--- src/rtl/interrupt_ctrl.sv ---
// -----------------------------------------------------------------------------
// interrupt_ctrl
//   Central interrupt controller / arbiter for the VerilogBoy CPU.
//   Peripherals (VBlank, LCD STAT, timer, serial, joypad) raise level requests
//   that stay high until acknowledged. A rising request edge sets the matching
//   IF bit. IF (FF0F) and IE (FFFF) are CPU-visible. The highest-priority
//   enabled pending source (lowest index) is offered to the CPU with its
//   vector. On CPU dispatch the winning IF bit is cleared and the source gets a
//   one-cycle ack pulse.
//
//   Optional build macro: INTC_VECTOR_LATCH_EN
//     defined   : the offered source is chosen when the request is raised and
//                 stays fixed until dispatched or withdrawn (no preemption).
//     undefined : the offered source tracks the current winner every cycle,
//                 so a higher-priority arrival preempts the offer.
//
// Ports
//   clk, rst        clock, synchronous active-high reset
//   a, din, wr      CPU bus address, write data, write strobe
//   rd              CPU read strobe (dout decodes a only)
//   dout            CPU read data, combinational from a
//   int_req         peripheral requests, held high until acked
//   int_ack         one-cycle ack pulses to peripherals
//   cpu_int_req     registered "enabled interrupt pending" to the CPU
//   cpu_int_vector  vector of the interrupt being offered
//   cpu_int_ack     CPU dispatch pulse, honoured only while offering
// -----------------------------------------------------------------------------
module interrupt_ctrl #(
  parameter int          NUM_SRC    = 5,
  parameter logic [7:0]  VEC_BASE   = 8'h40,
  parameter int          VEC_STRIDE = 8,
  parameter logic [15:0] IF_ADDR    = 16'hff0f,
  parameter logic [15:0] IE_ADDR    = 16'hffff
) (
  input  logic               clk,
  input  logic               rst,
  input  logic [15:0]        a,
  input  logic [7:0]         din,
  output logic [7:0]         dout,
  input  logic               rd,
  input  logic               wr,
  input  logic [NUM_SRC-1:0] int_req,
  output logic [NUM_SRC-1:0] int_ack,
  output logic               cpu_int_req,
  output logic [7:0]         cpu_int_vector,
  input  logic               cpu_int_ack
);

  localparam int IDX_W = (NUM_SRC > 1) ? $clog2(NUM_SRC) : 1;

  typedef enum logic [1:0] {
    IDLE = 2'd0,
    REQ  = 2'd1,
    ACK  = 2'd2
  } state_t;

  state_t             state_reg, state_next;
  logic [NUM_SRC-1:0] if_reg, if_next;
  logic [7:0]         ie_reg, ie_next;
  logic [NUM_SRC-1:0] req_d_reg;
  logic [NUM_SRC-1:0] int_ack_reg, int_ack_next;
  logic               cpu_int_req_reg, cpu_int_req_next;
  // Index of the source currently offered to the CPU; the vector is derived
  // from it, and it is also the index dispatched on cpu_int_ack.
  logic [IDX_W-1:0]   idx_reg, idx_next;

  logic [NUM_SRC-1:0] rise;
  logic [NUM_SRC-1:0] pend, pend_next;
  logic [NUM_SRC-1:0] disp_mask;
  logic [NUM_SRC-1:0] sw_clr;
  logic               wr_if, wr_ie;
  logic [7:0]         if_read;
  logic               unused_rd;

  // Lowest set bit wins (bit 0 = highest priority).
  function automatic logic [IDX_W-1:0] lowest_set(input logic [NUM_SRC-1:0] v);
    logic [IDX_W-1:0] r;
    r = '0;
    for (int i = NUM_SRC - 1; i >= 0; i--) begin
      if (v[i]) r = IDX_W'(i);
    end
    return r;
  endfunction

  function automatic logic [7:0] vec_of(input logic [IDX_W-1:0] idx);
    return VEC_BASE + 8'(VEC_STRIDE) * 8'(idx);
  endfunction

  assign unused_rd = rd;

  assign wr_if = wr && (a == IF_ADDR);
  assign wr_ie = wr && (a == IE_ADDR);
  assign rise  = int_req & ~req_d_reg;
  assign pend  = if_reg & ie_reg[NUM_SRC-1:0];
  assign ie_next = wr_ie ? din : ie_reg;

  // ---------------------------------------------------------------------------
  // Offer / dispatch FSM
  // ---------------------------------------------------------------------------
  always_comb begin
    state_next       = state_reg;
    cpu_int_req_next = cpu_int_req_reg;
    disp_mask        = '0;
    case (state_reg)
      IDLE: begin
        if (pend != '0) begin
          state_next       = REQ;
          cpu_int_req_next = 1'b1;
        end
      end
      REQ: begin
        // Offer withdrawn (IF or IE cleared by software): no ack is issued.
        if (!pend[idx_reg]) begin
          state_next       = IDLE;
          cpu_int_req_next = 1'b0;
        end else if (cpu_int_ack) begin
          disp_mask        = NUM_SRC'(1) << idx_reg;
          state_next       = ACK;
          cpu_int_req_next = 1'b0;
        end
      end
      ACK: begin
        state_next = IDLE;
      end
      default: begin
        state_next       = IDLE;
        cpu_int_req_next = 1'b0;
      end
    endcase
  end

  // ---------------------------------------------------------------------------
  // IF bit update: capture set beats dispatch clear beats CPU write
  // ---------------------------------------------------------------------------
  genvar gi;
  generate
    for (gi = 0; gi < NUM_SRC; gi++) begin : g_if_bit
      assign if_next[gi] = rise[gi]      ? 1'b1 :
                           disp_mask[gi] ? 1'b0 :
                           wr_if         ? din[gi] :
                                           if_reg[gi];
    end
  endgenerate

  // Software clear of a still-requesting source must ack it, otherwise the
  // peripheral would hold its level forever and never produce a new edge.
  assign sw_clr       = wr_if ? (if_reg & ~if_next & int_req) : '0;
  assign int_ack_next = disp_mask | sw_clr;

  assign pend_next = if_next & ie_next[NUM_SRC-1:0];

  // Offered index follows the pending set as it will look next cycle, so the
  // vector register lines up with cpu_int_req and with the dispatched index.
  always_comb begin
    idx_next = idx_reg;
`ifdef INTC_VECTOR_LATCH_EN
    if ((state_reg == IDLE) && (state_next == REQ)) begin
      idx_next = lowest_set(pend_next);
    end
`else
    if ((state_next == REQ) && (pend_next != '0)) begin
      idx_next = lowest_set(pend_next);
    end
`endif
  end

  // ---------------------------------------------------------------------------
  // State registers
  // ---------------------------------------------------------------------------
  always_ff @(posedge clk) begin
    if (rst) begin
      state_reg       <= IDLE;
      if_reg          <= '0;
      ie_reg          <= 8'h00;
      req_d_reg       <= '0;
      int_ack_reg     <= '0;
      cpu_int_req_reg <= 1'b0;
      idx_reg         <= '0;
    end else begin
      state_reg       <= state_next;
      if_reg          <= if_next;
      ie_reg          <= ie_next;
      req_d_reg       <= int_req;
      int_ack_reg     <= int_ack_next;
      cpu_int_req_reg <= cpu_int_req_next;
      idx_reg         <= idx_next;
    end
  end

  // ---------------------------------------------------------------------------
  // Outputs
  // ---------------------------------------------------------------------------
  // Unimplemented IF bits read back as 1.
  generate
    for (gi = 0; gi < 8; gi++) begin : g_if_read
      if (gi < NUM_SRC) begin : g_impl
        assign if_read[gi] = if_reg[gi];
      end else begin : g_pad
        assign if_read[gi] = 1'b1;
      end
    end
  endgenerate

  assign dout = (a == IF_ADDR) ? if_read :
                (a == IE_ADDR) ? ie_reg  :
                                 8'hff;

  assign int_ack        = int_ack_reg;
  assign cpu_int_req    = cpu_int_req_reg;
  assign cpu_int_vector = vec_of(idx_reg);

endmodule

--- config.mk ---
export PLATFORM = sky130hd
export DESIGN_NAME = interrupt_ctrl
export DESIGN_NICKNAME = d
export VERILOG_FILES = /design/src/rtl/interrupt_ctrl.sv
export SDC_FILE = /design/constraint.sdc
export NUM_CORES = 1
export LEC_CHECK = 0
export CORE_MARGIN = 1.5
export CORE_UTILIZATION = 35
export CTS_BUF_LIST = sky130_fd_sc_hd__clkbuf_8
export CTS_CLUSTER_SIZE = 28
export DETAILED_ROUTE_END_ITERATION = 8
export HOLD_SLACK_MARGIN = 0.15
export PLACE_DENSITY = 0.73
export SYNTH_ARGS = -nofsm -noshare
export SYNTH_HDL_FRONTEND = slang
export SYNTH_SLANG_ARGS = --single-unit
--- constraint.sdc ---
create_clock -name clk -period 2.44 [get_ports clk]
set_input_delay 0.366 -clock clk [delete_from_list [all_inputs] [get_ports clk]]
set_output_delay 0.366 -clock clk [all_outputs]
set_load 0.01 [all_outputs]
==> reports/results.ini <==
[routing]
viasPerCell = 5.290
wirelength_mm = 4.661
first_iter_violations = 59
first_pass_iters = 6
vias = 1640
ant_nets = 0
drc_errors = 0
wire_per_inst_um = 15.04

[die]
ios = 56
coreArea_sq_um = 4444
die_w_um = 71.59
core.rowCount = 24
die_y_um = 71.59
dieArea_sq_um = 5125
initial_utilization_pct = 37.05

[yosys]
yosysUniqueCellTypes = 52
ys_ff_latch = 29
synth-seq-area-share_pct = 35.26
synthesis.area_sq_um = 1647
synth_edf_count = 0
synth_ff_type = dfxtp_1
synth_top_area_share_pct = 35.26
syn_inst = 177
synth_area_per_cell_sq_um = 9.303
ys_async_sr_fraction_pct = 0
synth_most_common_cell = nor2_1
synth_area_leaders = dfxtp_1, nor2_1, mux2i_4
ys_warn_count = 0
synth_common_cells = nor2_1, dfxtp_1, inv_1
yosys.area.top_type = dfxtp_1

[timing]
max_freq_mhz = 417.4
holdWs_ns = 0.4901
fin_crit_ns = 2.396
finalCritPeriodShare_pct = 98.19
setup-violations-final = 0
slew_violations = 0
clock_skew_ns = 0.003434
report.final.hold_viol_count = 0

[cts]
cts.path.max_buffers = 2
postCtsHoldBufs = 0
cts_buffers = 5
htree_levels = 2
cts_tree = built
root_buffer = clkbuf_8
cts_sinks = 29
cts.reportedPaths.clkPinSlew_ns = 0.06
insertion_delay_ns = 0.28

[cells_and_area]
synthToLayoutAreaGrowth_pct = 54.86
largest_reg_flops = 8
multi_input_area_sq_um = 1040
regArea_sq_um = 580.6
nNetsFinal = 292
fin_area_sq_um = 2550
drive_gt1_share_pct = 28.68
fin_cells = 310
fill_cells = 417
antenna_cells = 0

[worst_setup_path]
crit_fanout = 3
endpoint_kind = output port
cp.required_ns = 2.07
crit_type = in2out
crit_arrival_ns = 2.03
start_kind = input port

[global_routing]
grt_pass1_vias = 1593
grt_max_degree = 13
grt_remaining_overflow = 0
grt_pass1_wl_mm = 7.320
antenna_found_initial = 0
grt_usage_pct = 18.56

[placement]
hpwl_mm = 3.485
io_buffers = 49
placed_area_sq_um = 2387
place_inst = 300
place_congestion = 0.8755

[power_and_ir_drop]
power.density_nw_per_um2 = 409.2
peakVddDrop_v = 0.0003786
p_total_w = 0.001043
p_leak_nw = 0.9962

[run_status]
status = complete, no violations

[worst_hold_path]
min_path_type = reg2reg

[run]
maxCapViolCount = 0

logic make-up (layout without fill, tap and decap cells):
group                  after synthesis  in the layout  synth area share [%]
AND/OR/NAND/NOR                     78             78                 28.42
multiplexers                         9              9                 9.347
buffers and inverters               24            102                 8.738
other                                2              5                0.4561
flip-flops                          29             29                 35.26
AO/OA/AOI/OAI                       35             35                 17.78
power by group:
group	total, W	switching [W]	internal, W	leakage, nW
combinational	0.000146	0.0000663	0.0000795	0.711
clock	0.000403	0.000184	0.000219	0.0485
sequential	0.000494	0.00000922	0.000485	0.237
total	0.00104	0.000260	0.000784	0.996
cell type report:
type | instances | area share, %
clock buffer | 6 | 3.238
clock inverter | 1 | 0.1472
inverter | 11 | 1.619
tap | 52 | 2.552
multi-input combinational | 127 | 40.78
sequential | 29 | 22.77
timing repair buffer | 84 | 28.90
worst max-delay path, stage by stage:
cell and delay [ns]:
dlygate4sd2_1 0.24, or4_4 0.55, or4_4 0.52, o22a_2 0.21, buf_2 0.14
worst paths after layout:
kind                   start          to  slack, ns  cells after the start
setup / recovery        a[4]     dout[4]       0.04                      5
hold / removal     ie_reg[6]   ie_reg[6]       0.49                      2
setup reg to reg  idx_reg[0]  idx_reg[1]       0.22                      6
hold reg to reg    ie_reg[6]   ie_reg[6]       0.49                      2
routing by layer:
metal,global-route usage (%),part of all wire (%)
met3,4.641,4.4
met1,21.31,42
met5,0,0
met2,33.13,52
met4,7.128,2.1
through the flow:
stage	utilization, %	setup TNS [ns]	setup WS (ns)
after floorplan	-	-0.005087	-0.005087
after global placement	53.72	-5.204	-0.5752
after detailed placement	53.72	-5.780	-0.5812
after CTS	56.78	0	0.003559
after global routing	57.38	-0.006199	-0.006199
final	57.38	0	0.04411
cell usage in the layout (no fill, tap or decap), drive strengths merged, types with 6 or more instances in the layout:
cell type,n
nand2,6
dfxtp,29
clkbuf,6
a21oi,6
dlygate4sd2,18
mux2i,8
clkdlybuf4s50,25
nor2,31
buf,37
nand4,7
inv,12
what timing repair did:
item                       CTS  global route
setup endpoints to repair   12             6
gates resized for setup     42             7
setup buffers                4             0
gates cloned                 0             0
pin swaps                   10             3
Power figures use the tool's default switching activity.
